### config.mk
export PLATFORM = sky130hd
export DESIGN_NAME = incline_filter_flat
export DESIGN_NICKNAME = d
export VERILOG_FILES = /design/src/rtl/incline_filter_pkg.sv /design/src/rtl/incline_filter_if.sv /design/src/rtl/incline_sat.sv /design/src/rtl/incline_filter.sv /design/src/flat_wrapper.sv
export SDC_FILE = /design/constraint.sdc
export NUM_CORES = 1
export LEC_CHECK = 0
export CAP_MARGIN = 20
export CORE_UTILIZATION = 55
export DETAILED_ROUTE_END_ITERATION = 10
export PLACE_DENSITY = 0.76
export SETUP_SLACK_MARGIN = 0.2
export SYNTH_ARGS = -nofsm -noshare
export SYNTH_HDL_FRONTEND = slang
export SYNTH_HIERARCHICAL = 1
export SYNTH_SLANG_ARGS = --single-unit
export TNS_END_PERCENT = 20
### constraint.sdc
create_clock -name clk -period 3.65 [get_ports clk]
set_input_delay 0.365 -clock clk [delete_from_list [all_inputs] [get_ports clk]]
set_output_delay 0.365 -clock clk [all_outputs]
set_load 0.05 [all_outputs]
### src/rtl/incline_filter_pkg.sv
// Shared types and constants for the incline filter.
//   state_t   : filter FSM states (window filling, running, stream stale)
//   IN_W      : width of the raw signed incline sample from the inertial interface
//   SAT_W_DEF : default clamped width
//   SAT_MAX   : upper clamp bound for the default width
//   SAT_MIN   : lower clamp bound for the default width
package incline_filter_pkg;

  typedef enum logic [1:0] {
    FILL  = 2'd0,
    RUN   = 2'd1,
    STALE = 2'd2
  } state_t;

  localparam int IN_W      = 13;
  localparam int SAT_W_DEF = 10;
  localparam int SAT_MAX   = 511;
  localparam int SAT_MIN   = -512;

endpackage

### src/rtl/incline_filter_if.sv
// Sample stream into the filter and filtered stream out to the assist/torque stage.
//   incline      : signed raw incline sample
//   vld          : one-cycle strobe, incline valid
//   clr          : synchronous flush of filter history
//   incline_filt : signed filtered incline, held between updates
//   filt_vld     : one-cycle strobe, incline_filt updated while primed
//   primed       : averaging window is full
//   stale        : no sample seen for the stale timeout
// master drives samples (IMU side), slave is the filter.
interface incline_filter_if #(
  parameter int SAT_W = 10
);

  logic signed [12:0]      incline;
  logic                    vld;
  logic                    clr;
  logic signed [SAT_W-1:0] incline_filt;
  logic                    filt_vld;
  logic                    primed;
  logic                    stale;

  modport master (
    output incline, vld, clr,
    input  incline_filt, filt_vld, primed, stale
  );

  modport slave (
    input  incline, vld, clr,
    output incline_filt, filt_vld, primed, stale
  );

endinterface

### src/rtl/incline_sat.sv
// Combinational clamp of a 13-bit signed sample into SAT_W signed bits.
//   incline : raw signed sample
//   sat     : sample clamped to [-2^(SAT_W-1), 2^(SAT_W-1)-1]
module incline_sat
  import incline_filter_pkg::*;
#(
  parameter int SAT_W = SAT_W_DEF
) (
  input  logic signed [IN_W-1:0]  incline,
  output logic signed [SAT_W-1:0] sat
);

  localparam logic signed [IN_W-1:0] HI = IN_W'((1 <<< (SAT_W - 1)) - 1);
  localparam logic signed [IN_W-1:0] LO = IN_W'(-(1 <<< (SAT_W - 1)));

  // Clamp to the representable range, otherwise pass the low bits through.
  always_comb begin
    sat = '0;
    if (incline > HI) begin
      sat = HI[SAT_W-1:0];
    end else if (incline < LO) begin
      sat = LO[SAT_W-1:0];
    end else begin
      sat = incline[SAT_W-1:0];
    end
  end

endmodule

### src/rtl/incline_filter.sv
// Incline conditioner: clamps each sample, keeps a 2^DEPTH_LOG2 boxcar average
// in a ring buffer and flags a stalled sample stream.
//   clk  : system clock, all logic on posedge
//   rst  : synchronous active-high reset
//   bus  : incline_filter_if.slave (samples in, filtered incline and status out)
module incline_filter
  import incline_filter_pkg::*;
#(
  parameter int DEPTH_LOG2   = 3,
  parameter int SAT_W        = SAT_W_DEF,
  parameter int STALE_CYCLES = 1_000_000
) (
  input  logic         clk,
  input  logic         rst,
  incline_filter_if.slave bus
);

  localparam int DEPTH   = 1 << DEPTH_LOG2;
  localparam int SUM_W   = SAT_W + DEPTH_LOG2;
  localparam int FILL_W  = DEPTH_LOG2 + 1;
  localparam int TIMER_W = (STALE_CYCLES > 2) ? $clog2(STALE_CYCLES) : 1;

  state_t                  state_r;
  state_t                  state_next_s;
  logic signed [SAT_W-1:0] ring_r [DEPTH];
  logic signed [SUM_W-1:0] sum_r;
  logic [DEPTH_LOG2-1:0]   wr_ptr_r;
  logic [FILL_W-1:0]       fill_cnt_r;
  logic [TIMER_W-1:0]      timer_r;
  logic signed [SAT_W-1:0] filt_r;
  logic                    filt_vld_r;
  logic                    primed_r;
  logic                    stale_r;

  logic signed [SAT_W-1:0] sat_s;
  logic signed [SAT_W-1:0] old_s;
  logic signed [SUM_W-1:0] sat_ext_s;
  logic signed [SUM_W-1:0] old_ext_s;
  logic signed [SUM_W-1:0] sum_next_s;
  logic signed [SUM_W-1:0] avg_s;
  logic [FILL_W-1:0]       fill_next_s;
  logic                    window_full_s;
  logic                    accept_s;
  logic                    stale_hit_s;

  incline_sat #(.SAT_W(SAT_W)) u_sat (
    .incline (bus.incline),
    .sat     (sat_s)
  );

  // Running-sum update, fill count and stale-timeout detection for this cycle.
  always_comb begin
    old_s         = ring_r[wr_ptr_r];
    sat_ext_s     = {{DEPTH_LOG2{sat_s[SAT_W-1]}}, sat_s};
    old_ext_s     = {{DEPTH_LOG2{old_s[SAT_W-1]}}, old_s};
    // Evicted entry is subtracted; flushed entries read 0 so the sum never overflows.
    sum_next_s    = sum_r + sat_ext_s - old_ext_s;
    avg_s         = sum_next_s >>> DEPTH_LOG2;
    fill_next_s   = fill_cnt_r;
    if (fill_cnt_r == FILL_W'(DEPTH)) begin
      fill_next_s = fill_cnt_r;
    end else begin
      fill_next_s = fill_cnt_r + FILL_W'(1);
    end
    window_full_s = (fill_next_s == FILL_W'(DEPTH));
    accept_s      = bus.vld && !bus.clr;
    stale_hit_s   = (state_r != STALE) && !bus.vld && !bus.clr &&
                    (timer_r == TIMER_W'(STALE_CYCLES - 1));
  end

  // FSM next-state decode; clr always returns to FILL.
  always_comb begin
    state_next_s = state_r;
    case (state_r)
      FILL: begin
        if (bus.clr) begin
          state_next_s = FILL;
        end else if (bus.vld && window_full_s) begin
          state_next_s = RUN;
        end else if (stale_hit_s) begin
          state_next_s = STALE;
        end else begin
          state_next_s = FILL;
        end
      end
      RUN: begin
        if (bus.clr) begin
          state_next_s = FILL;
        end else if (stale_hit_s) begin
          state_next_s = STALE;
        end else begin
          state_next_s = RUN;
        end
      end
      STALE: begin
        if (bus.clr || bus.vld) begin
          state_next_s = FILL;
        end else begin
          state_next_s = STALE;
        end
      end
      default: begin
        state_next_s = FILL;
      end
    endcase
  end

  // FSM state register.
  always_ff @(posedge clk) begin
    if (rst) begin
      state_r <= FILL;
    end else begin
      state_r <= state_next_s;
    end
  end

  // Ring buffer, accumulator, counters and registered outputs.
  always_ff @(posedge clk) begin
    if (rst) begin
      for (int i = 0; i < DEPTH; i++) begin
        ring_r[i] <= '0;
      end
      sum_r      <= '0;
      wr_ptr_r   <= '0;
      fill_cnt_r <= '0;
      timer_r    <= '0;
      filt_r     <= '0;
      filt_vld_r <= 1'b0;
      primed_r   <= 1'b0;
      stale_r    <= 1'b0;
    end else if (bus.clr || stale_hit_s) begin
      // Flush history; incline_filt keeps its last value.
      for (int i = 0; i < DEPTH; i++) begin
        ring_r[i] <= '0;
      end
      sum_r      <= '0;
      wr_ptr_r   <= '0;
      fill_cnt_r <= '0;
      timer_r    <= '0;
      filt_vld_r <= 1'b0;
      primed_r   <= 1'b0;
      stale_r    <= stale_hit_s ? 1'b1 : stale_r;
    end else if (accept_s) begin
      ring_r[wr_ptr_r] <= sat_s;
      sum_r            <= sum_next_s;
      wr_ptr_r         <= wr_ptr_r + DEPTH_LOG2'(1);
      fill_cnt_r       <= fill_next_s;
      timer_r          <= '0;
      filt_r           <= avg_s[SAT_W-1:0];
      filt_vld_r       <= window_full_s;
      primed_r         <= window_full_s;
      stale_r          <= 1'b0;
    end else begin
      filt_vld_r <= 1'b0;
      if (state_r == STALE) begin
        timer_r <= '0;
      end else begin
        timer_r <= timer_r + TIMER_W'(1);
      end
    end
  end

  assign bus.incline_filt = filt_r;
  assign bus.filt_vld     = filt_vld_r;
  assign bus.primed       = primed_r;
  assign bus.stale        = stale_r;

endmodule

### src/flat_wrapper.sv
// flat-port wrapper written by rule: the top's interface ports become plain ports
module incline_filter_flat import incline_filter_pkg::*;
#(
  parameter int DEPTH_LOG2   = 3,
  parameter int SAT_W        = SAT_W_DEF,
  parameter int STALE_CYCLES = 1_000_000
)
  (clk, rst, bus_incline, bus_vld, bus_clr, bus_incline_filt, bus_filt_vld, bus_primed, bus_stale);
  incline_filter_if #(.SAT_W(SAT_W)) bus_i ();
  input  logic clk;
  input  logic rst;
  input wire logic [$bits(bus_i.incline)-1:0] bus_incline;
  input wire logic [$bits(bus_i.vld)-1:0] bus_vld;
  input wire logic [$bits(bus_i.clr)-1:0] bus_clr;
  output wire logic [$bits(bus_i.incline_filt)-1:0] bus_incline_filt;
  output wire logic [$bits(bus_i.filt_vld)-1:0] bus_filt_vld;
  output wire logic [$bits(bus_i.primed)-1:0] bus_primed;
  output wire logic [$bits(bus_i.stale)-1:0] bus_stale;
  assign bus_i.incline = bus_incline;
  assign bus_i.vld = bus_vld;
  assign bus_i.clr = bus_clr;
  assign bus_incline_filt = bus_i.incline_filt;
  assign bus_filt_vld = bus_i.filt_vld;
  assign bus_primed = bus_i.primed;
  assign bus_stale = bus_i.stale;
  incline_filter #(.DEPTH_LOG2(DEPTH_LOG2), .SAT_W(SAT_W), .STALE_CYCLES(STALE_CYCLES)) u_core (.clk(clk), .rst(rst), .bus(bus_i));
endmodule
# == Yosys cells after proc, flatten, opt, wreduce, memory -nomap -nowiden ==
# Memory sizes are Yosys's and may differ from the RTL's. A register that Yosys moved wholly into a read port is not among the register bits.
# Cells that the tools add are included.
# classes
n_addsub,5
multipliers,0
div_mod_pow,0
n_lt_le_gt_ge,2
n_eq_ne,7
shifts,0
muxes,35
bitwise_logic,10
reduce_logical,17
# ops
operator,n
two-way mux 10 bit,11
"adder 20 x 1 -> 20 bit, second input constant",1
"equality test 20 bit, second input constant",1
adder 13 x 10 -> 13 bit,1
"> comparator 13 x 10 -> 1 bit, second input constant",1
"less-than comparator 13 x 10 -> 1 bit, second input constant",1
two-way mux 1 bit,13
subtractor 13 x 10 -> 13 bit,1
two-way mux 2 bit,6
OR reduction 10 bit,1
two-way mux 3 bit,3
"equality test 4 bit, second input constant",2
bitwise OR 1 bit,8
one-hot mux 2 bit (3 select lines),1
logical AND 1 bit,5
"adder 4 x 1 -> 4 bit, second input constant",1
two-way mux 4 bit,1
AND reduction 2 bit,2
OR reduction 4 bit,1
"adder 3 x 1 -> 3 bit, second input constant",1
OR reduction 3 bit,1
"equality test 2 x 1 -> 1 bit, second input constant",1
"equality test 2 bit, second input constant",1
zero test 1 bit,2
other kinds (7),9
# word_totals
reg_bits,55
latchBits,0
mem_bits_rw,80
rom_bits,0
input_bits,17
out_inout_bits,13
wordCells,86
memories,1
# memory_table
name,words,width,read_ports,rd_clocked_by_memory_dff,wr,line,source
u_core.ring_r,8,10,1,1,8,incline_filter.sv:25,logic signed [SAT_W-1:0] ring_r [DEPTH];

# == Depth between registers and ports, before layout ==
# Gate-level depths: netlist (run 1).
# depth
depth_word,10
mapped_depth,16

# == By module ==
# The synthesis (run 1) kept the hierarchy.
# modules_own_cells
module,n_inst,cells_each,area_each_um2
incline_filter,1,616,6914.1
incline_sat,1,34,239.0

# == Least setup slack after synthesis (run 1) ==
# Ideal clock, no wire load.
# synth_timing
path_kind,register to register
from,reg with a tool-made name
to,reg u_core.sum_r[11]
arrival_ns,3.465
t_required_ns,3.524
slack_ns,0.059
stages_incl_launch_ff,14
path_buffers,2
synth_period_minus_slack_ns,3.591
path_cell_list,dfxtp_1 > buf_12 > buf_2 > mux4_2 > mux2_2 > fa_1 > inv_1 > ha_1 > a211oi_1 > o21bai_1 > o22ai_1 > o21ai_0 > mux2i_1 > o31ai_1
# synth_lines
element,line,source
to (signal assigned),incline_filter.sv:145,sum_r <= sum_next_s;
to (decl),incline_filter.sv:26,logic signed [SUM_W-1:0] sum_r;

==> metrics, run 1 <==
DRC errors left=0; peak fanout along the critical path=6; total CTS buffers=17; Setup Slack @ Placement=-0.0131 ns; half-perimeter wire length after detailed placement=~11000 µm; final count of pins violating max slew=0; Placer Congestion=between 0.8 and 0.9; synthesis-to-finish area growth=19.3%; pin count of the biggest net entering global routing=between 40 and 50; syn nets=slightly below 700; sum of internal, switching and leakage power=4.30 mW; number of synthesized register bits=~140; clk sink count=138; list of cells traversed by the critical path=buf_12 -> mux4_2 -> mux2_4 -> fa_2 -> inv_1 -> ha_4 -> a211oi_2 -> o21bai_1 -> o22ai_2 -> o21bai_1 -> mux2i_1 -> o31ai_1; worst slew margin relative to its limit=37.8%; switching power=1.18 mW; post-synthesis async set-or-reset flop share=0%; crit path setup slack, layout=between 0.2 and 0.25 ns; transition time of the tightest slew-check pin=~0.93 ns; uppermost layer routed=met4; floorplan die area=approximately 0.013 mm²; syn_area_per_cell=about 11 µm²; synthesized cell area=between 0.007 and 0.008 mm²; path category of the worst min-delay check=reg -> reg; total of hold buffers inserted after clock tree synthesis=0; sequential fraction of the synthesis area=about 50%; ratio of cells with drive above 1 in the final layout=about a fifth; Via Count=approximately 5400; remaining global-route overflow=0; gate count after technology mapping=650; number of iterations in the first detailed-routing pass=6; vias in the first global route=about 5300; drt initial violations=579; floorplan core area=between 0.01 and 0.015 mm²; Worst Path Arrival=around 3.7 ns; worst clock skew on the final layout=around 0.011 ns; Worst R2R Path Depth=12; global-route wire length before repair=about 27000 µm; length of routed wiring on met1=6910 µm; proportion of power drawn by combinational gates=20.8%; Total Routing Usage GR=about 28%; Die X-Extent=roughly 120 µm; count of final hold-check violations=0; Post-Route WL=around 17000 µm; row count=~40; latest clock arrival within the worst-skew pair=0.43 ns; buffers from clock root to sink, at most=2; chip height=roughly 120 µm; DRT antenna net count=0; wire per inst=roughly 20 µm; required time worst endpoint=around 4.0 ns; Post-synth EDFFs=80; library cells used by synthesis=60; run status=completed; met2 WL=roughly 8700 µm; relative contribution of sequential cells to total power=between 40% and 50%; Critical Path Most Common Cell=sky130_fd_sc_hd__o21bai_1; initial core utilization=56.5%; cell with the largest stage delay on the worst path=sky130_fd_sc_hd__fa_2; initial antenna violation count=0; period utilisation layout=a little over nine tenths; type of element capturing the critical path=register; IR Drop Worst-Case VDD=0.220 mV; total setup violations reported at the end of the flow=0; power per standard cell area=a little over 500 mW/mm²; Antenna diodes=0; share of total power in the clock network=between 30% and 40%; register-to-register path setup slack=0.23 ns; post-detailed-route via-to-cell ratio=~6.0; warnings from Yosys=6; crit path to=u_core/sum_r[9]; Max Clk Rate=between 0.2 and 0.3 GHz; Largest stage delay, worst path=slightly below 0.6 ns; H-tree depth=4; max-cap check violation count=0; clock input transition at the sequential cells of the worst setup and hold paths=around 0.06 ns; # IOs=30; leakage power of the design=roughly 3 nW; total length of routed met3 wires=approximately 1400 µm; primary flip-flop cell chosen by synthesis mapping=sky130_fd_sc_hd__edfxtp_1; reg-to-reg critical path endpoint=u_core/sum_r[9]; number of nets in the layout=between 700 and 800; setup repair after global routing missed its margin=true; design internal power=around 3.1 mW; nature of the critical path startpoint=register; cell at the root of the clock tree=sky130_fd_sc_hd__clkbuf_16; critical path type=reg -> reg; post-layout min period=around 3.4 ns; Sw Share=approximately 28%; CTS tree=done; number of input and output port buffers inserted=29
[placed cells by master (no fill, tap or decap), types with 12 or more instances in the layout]
| cell | instances |
|---|---|
| sky130_fd_sc_hd__nor4_1 | 46 |
| sky130_fd_sc_hd__inv_1 | 36 |
| sky130_fd_sc_hd__ha_1 | 12 |
| sky130_fd_sc_hd__dfxtp_1 | 57 |
| sky130_fd_sc_hd__clkdlybuf4s50_1 | 29 |
| sky130_fd_sc_hd__clkbuf_16 | 18 |
| sky130_fd_sc_hd__edfxtp_1 | 80 |
| sky130_fd_sc_hd__mux4_2 | 19 |
| sky130_fd_sc_hd__nor2_1 | 45 |
| sky130_fd_sc_hd__nand2_1 | 39 |
| sky130_fd_sc_hd__or3_1 | 12 |
| sky130_fd_sc_hd__a21oi_1 | 25 |
| sky130_fd_sc_hd__buf_4 | 50 |
| sky130_fd_sc_hd__nor3_1 | 55 |
| sky130_fd_sc_hd__xnor2_1 | 15 |
| sky130_fd_sc_hd__xor2_1 | 12 |
[layer usage]
metal	global-route usage (%)	vias up
met5	0	-
met4	15.2	0
met3	6.17	48
met2	44.3	259
met1	35.1	2593
li1	-	2475
[layout make-up]
class / count / area [µm²]
Fill cell: 934 / 4140
Sequential cell: 138 / 3570
Multi-Input combinational cell: 420 / 3260
Timing Repair Buffer: 83 / 751
Clock buffer: 18 / 429
Tap cell: 172 / 215
Inverter: 45 / 169
Clock inverter: 14 / 145
[metrics by stage]
stage	cells	TNS [ns]	util (%)	hold WS [ns]	instance area, µm²
floorplan	650	0	-	0.412	7160
global placement	851	0	61.3	0.418	7760
detailed placement	851	-0.0131	61.3	0.432	7760
CTS	885	0	66.1	0.442	8370
global route	890	0	67.3	0.458	8530
finish	890	0	67.3	0.441	8530
[logic make-up after synthesis]
kind of cell	Yosys count	synth area share, %
AND/OR/NAND/NOR	256	18.8
flip-flops	138	49.8
buffers and inverters	92	6.31
AO/OA/AOI/OAI	73	6.72
multiplexers	33	8.40
XOR/XNOR	29	3.66
adder cells (fa/ha/maj)	29	6.33
[power groups by stage]
stage | Sequential, mW | Clock (mW) | Combinational, mW
final | 1.75 | 1.66 | 0.893
after global routing | 1.75 | 1.74 | 0.964
after CTS | 1.75 | 1.67 | 0.809
after detailed placement | 1.78 | 0 | 0.792
after global placement | 1.77 | 0 | 0.774
after floorplan | 1.83 | 0 | 0.483
[worst max-delay path: cells and delay by family (launching register included)]
kind,cells,cell delay (ns)
AOI/OAI and AO/OA,5,0.73
muxes,3,1.11
adders and majority gates,2,0.86
buffers and inverters,2,0.22
DFF,1,0.37
[registers in the layout, summed over array words and instances, names as in the netlist, named ones only]
signal and cells:
u_core/timer_r 20, u_core/state_r 2, u_core/bus.stale 1, u_core/fill_cnt_r 4, u_core/bus.filt_vld 1, u_core/wr_ptr_r 3
u_core/sum_r 13, u_core/ring_r 80, u_core/bus.primed 1, u_core/bus.incline_filt 10
[cells in the mapped netlist (8+ instances only)]
cell type | number | area share, %
sky130_fd_sc_hd__nor3_1 | 55 | 3.8
sky130_fd_sc_hd__xor2_1 | 12 | 1.5
sky130_fd_sc_hd__a21oi_1 | 28 | 2.0
sky130_fd_sc_hd__mux2_2 | 9 | 1.4
sky130_fd_sc_hd__nand2b_1 | 12 | 1.0
sky130_fd_sc_hd__a21boi_0 | 9 | 0.94
sky130_fd_sc_hd__buf_2 | 8 | 0.56
sky130_fd_sc_hd__nor2_1 | 45 | 2.4
sky130_fd_sc_hd__clkbuf_1 | 19 | 1.0
sky130_fd_sc_hd__edfxtp_1 | 80 | 34
sky130_fd_sc_hd__nand3b_1 | 8 | 0.84
sky130_fd_sc_hd__o21ai_0 | 8 | 0.56
sky130_fd_sc_hd__nand3_1 | 8 | 0.56
sky130_fd_sc_hd__ha_1 | 17 | 3.0
sky130_fd_sc_hd__nor4_1 | 46 | 4.0
sky130_fd_sc_hd__xnor2_1 | 16 | 2.0
sky130_fd_sc_hd__and2_1 | 8 | 0.70
sky130_fd_sc_hd__mux4_2 | 19 | 6.0
sky130_fd_sc_hd__clkinv_1 | 9 | 0.47
sky130_fd_sc_hd__or3_1 | 12 | 1.0
sky130_fd_sc_hd__dfxtp_1 | 58 | 16
sky130_fd_sc_hd__inv_1 | 36 | 1.9
sky130_fd_sc_hd__fa_1 | 12 | 3.4
sky130_fd_sc_hd__nand2_1 | 39 | 2.0
sky130_fd_sc_hd__buf_1 | 9 | 0.47
[worst min-delay path by stage]
stage	from	end	slack [ns]	cells past startpoint
6_report	u_core/state_r[1]	u_core/state_r[0]	0.44	1
5_1_grt	u_core/state_r[1]	u_core/state_r[0]	0.46	1
4_1_cts	u_core/state_r[1]	u_core/state_r[0]	0.44	1
3_5_place_dp	u_core/state_r[1]	u_core/state_r[0]	0.43	1
3_3_place_gp	u_core/state_r[1]	u_core/state_r[0]	0.42	1
2_1_floorplan	u_core/state_r[1]	u_core/state_r[0]	0.41	1
[timing repair]
action / in CTS / in global routing
pin swaps: 0 / 10
endpoints found under the setup margin: 16 / 18
gates cloned: 0 / 1
endpoints found under the hold margin: 0 / 0
resized for setup: 3 / 19
setup buffers: 2 / 4
No activity file was read; power rests on OpenSTA's default activity.
==> run 2, diff against run 1 <==
--- a/config.mk
+++ b/config.mk
@@ -5,10 +5,12 @@
 export SDC_FILE = /design/constraint.sdc
 export NUM_CORES = 1
 export LEC_CHECK = 0
-export CAP_MARGIN = 20
-export CORE_UTILIZATION = 55
+export CELL_PAD_IN_SITES_DETAIL_PLACEMENT = 1
+export CELL_PAD_IN_SITES_GLOBAL_PLACEMENT = 2
+export CORE_UTILIZATION = 38
+export CTS_BUF_LIST = sky130_fd_sc_hd__clkbuf_8
 export DETAILED_ROUTE_END_ITERATION = 10
-export PLACE_DENSITY = 0.76
+export PLACE_DENSITY_LB_ADDON = 0.1
 export SETUP_SLACK_MARGIN = 0.2
 export SYNTH_ARGS = -nofsm -noshare
 export SYNTH_HDL_FRONTEND = slang
==> metrics, run 2 (synthesized netlist as in run 1, its figures left out) <==
cell count after placement=913 (+7.3%); IR Drop Worst-Case VDD=0.216 mV (-1.8%); floorplan core area=0.0182 mm² (+44%); cell at the root of the clock tree=sky130_fd_sc_hd__clkbuf_8; CTS tree=done; Via Count=5161 (-4.0%); total of hold buffers inserted after clock tree synthesis=0 (unchanged); latest clock arrival within the worst-skew pair=0.45 ns (+0.02 ns); met1 Track Usage GR=28.5% (-6.6 points); cell count of the worst hold path=1 (unchanged); most common library cell in the layout ignoring fill and taps=sky130_fd_sc_hd__edfxtp_1; setup repair after global routing missed its margin=true; non-filler cells, final=956 (+7.4%); Most flops, register=u_core/ring_r; type of element capturing the critical path=register; floorplan die area=0.0194 mm² (+44%); half-perimeter wire length after detailed placement=13600 µm (+22%); Die X-Extent=139 µm (+20%); max FFs per register=80 (unchanged); remaining global-route overflow=0 (unchanged); total setup violations reported at the end of the flow=0 (unchanged); number of iterations in the first detailed-routing pass=7 (+1); post-layout min period=3.44 ns (+0.0142 ns); count of final hold-check violations=0 (unchanged); initial antenna violation count=0 (unchanged); buffers from clock root to sink, at most=2 (unchanged); required time worst endpoint=3.97 ns (+0.02 ns); path category of the worst min-delay check=reg -> reg; worst slew margin relative to its limit=52.2% (+14 points); max-cap check violation count=0 (unchanged); ratio of cells with drive above 1 in the final layout=20.5% (+1.4 points); worst clock skew on the final layout=0.0148 ns (+0.00401 ns); leading cell types in the layout, fill and taps excluded=sky130_fd_sc_hd__edfxtp_1 (80), sky130_fd_sc_hd__dfxtp_1 (57), sky130_fd_sc_hd__buf_4 (57); Placer Congestion=0.829 (-7.2%); row count=49 (+20%); power per standard cell area=470 mW/mm² (-6.8%); final count of pins violating max slew=0 (unchanged); Post-Route WL=19700 µm (+13%); registers with the most flip-flops=u_core/ring_r x80, u_core/timer_r x20, u_core/sum_r x13; global-route wire length before repair=30800 µm (+13%); pin count of the biggest net entering global routing=43 (unchanged); final standard cell area without fillers=0.00855 mm² (+0.22%); initial core utilization=39.3% (-17 points); sum of internal, switching and leakage power=4.02 mW (-6.6%); DRT antenna net count=0 (unchanged); Largest stage delay, worst path=0.57 ns (about the same); critical path type=reg -> reg; number of input and output port buffers inserted=29 (unchanged); busiest grt layer=met2; register-to-register path setup slack=0.21 ns (about the same); Worst R2R Path Depth=12 (unchanged); clk sink count=138 (unchanged); cell with the largest stage delay on the worst path=sky130_fd_sc_hd__fa_1; Total Routing Usage GR=21.2% (-6.5 points); met2 Resource Use GR=34.9% (-9.4 points); transition time of the tightest slew-check pin=0.718 ns (-0.215 ns); crit path setup slack, layout=0.213 ns (-0.0142 ns); Max Clk Rate=0.291 GHz (-0.41%); clock input transition at the sequential cells of the worst setup and hold paths=0.08 ns (+0.02 ns); post-detailed-route via-to-cell ratio=5.40 (-11%); run status=complete, but fails checks; Setup Slack @ Placement=-0.237 ns (-0.224 ns); Antenna diodes=0 (unchanged); chip height=139 µm (+20%); DRC errors left=2 (+2); # IOs=30 (unchanged); vias in the first global route=5504 (+4.4%); H-tree depth=4 (unchanged); cell area reported after detailed placement=0.00788 mm² (+1.6%); wire per inst=20.6 µm (+4.9%); drt initial violations=284 (-51%); number of nets in the layout=760 (+1.2%); list of cells traversed by the critical path=buf_12 -> mux4_2 -> mux2_2 -> fa_1 -> inv_1 -> ha_1 -> a211oi_2 -> o21bai_2 -> o22ai_2 -> o21bai_1 -> mux2i_1 -> o31ai_1; total CTS buffers=17 (unchanged); leakage power of the design=3.07 nW (about the same); peak fanout along the critical path=6 (unchanged); Worst Path Arrival=3.76 ns (+0.03 ns); violations in the final reports=design-rule violations; nature of the critical path startpoint=register; period utilisation layout=94.2% (+0.39 points); synthesis-to-finish area growth=19.5%; final core utilization=47.0% (-20 points); global-route track usage on met3=3.83% (-2.3 points)
==> run 2: worst max-delay path, delay by kind of cell, from the launching register on <==
kind | cells | cell delay (ns)
AO/OA/AOI/OAI | 5 | 0.78
flip-flops | 1 | 0.38
adder cells (fa/ha/maj) | 2 | 0.90
multiplexers | 3 | 1.05
buffers and inverters | 2 | 0.21
==> run 2: cell type report <==
| type | instances | area (µm²) |
|---|---|---|
| fillers | 1983 | 9660 |
| inverters | 45 | 169 |
| multi-input cells | 420 | 3270 |
| flip-flops and latches | 138 | 3570 |
| repair buffers | 92 | 837 |
| well taps | 229 | 287 |
| clock buffers | 17 | 234 |
| clock inverters | 15 | 189 |
==> run 2: metal layers <==
metal  up-vias  routed length [µm]
li1       2479                   -
met1      2572                9090
met2        92                9580
met3        18                 784
met4         0                 246
met5         -                   0
==> run 2: worst paths after layout <==
| check | startpoint | end |
|---|---|---|
| worst min register to register | u_core/state_r[1] | u_core/state_r[0] |
| worst max-delay path | register | u_core/sum_r[9] |
| worst max register to register | register | u_core/sum_r[9] |
| worst min-delay path | u_core/state_r[1] | u_core/state_r[0] |
==> run 2: what timing repair did <==
action,in CTS,in global routing
setup endpoints to repair,14,17
cloned,1,0
pin swaps,6,5
setup buffers,5,5
gates resized for setup,15,16
==> run 2: metrics by stage <==
step | hold slack (ns) | setup TNS [ns]
after global routing | 0.490 | 0
after CTS | 0.455 | 0
after floorplan | 0.412 | 0
after detailed placement | 0.441 | -1.52
final | 0.449 | 0
after global placement | 0.427 | -0.156
==> run 2: power by group <==
group | total (mW) | switching (mW) | internal (mW) | leakage [nW]
combinational | 0.934 | 0.520 | 0.413 | 1.49
sequential | 1.74 | 0.0310 | 1.71 | 1.36
clock | 1.34 | 0.605 | 0.735 | 0.217
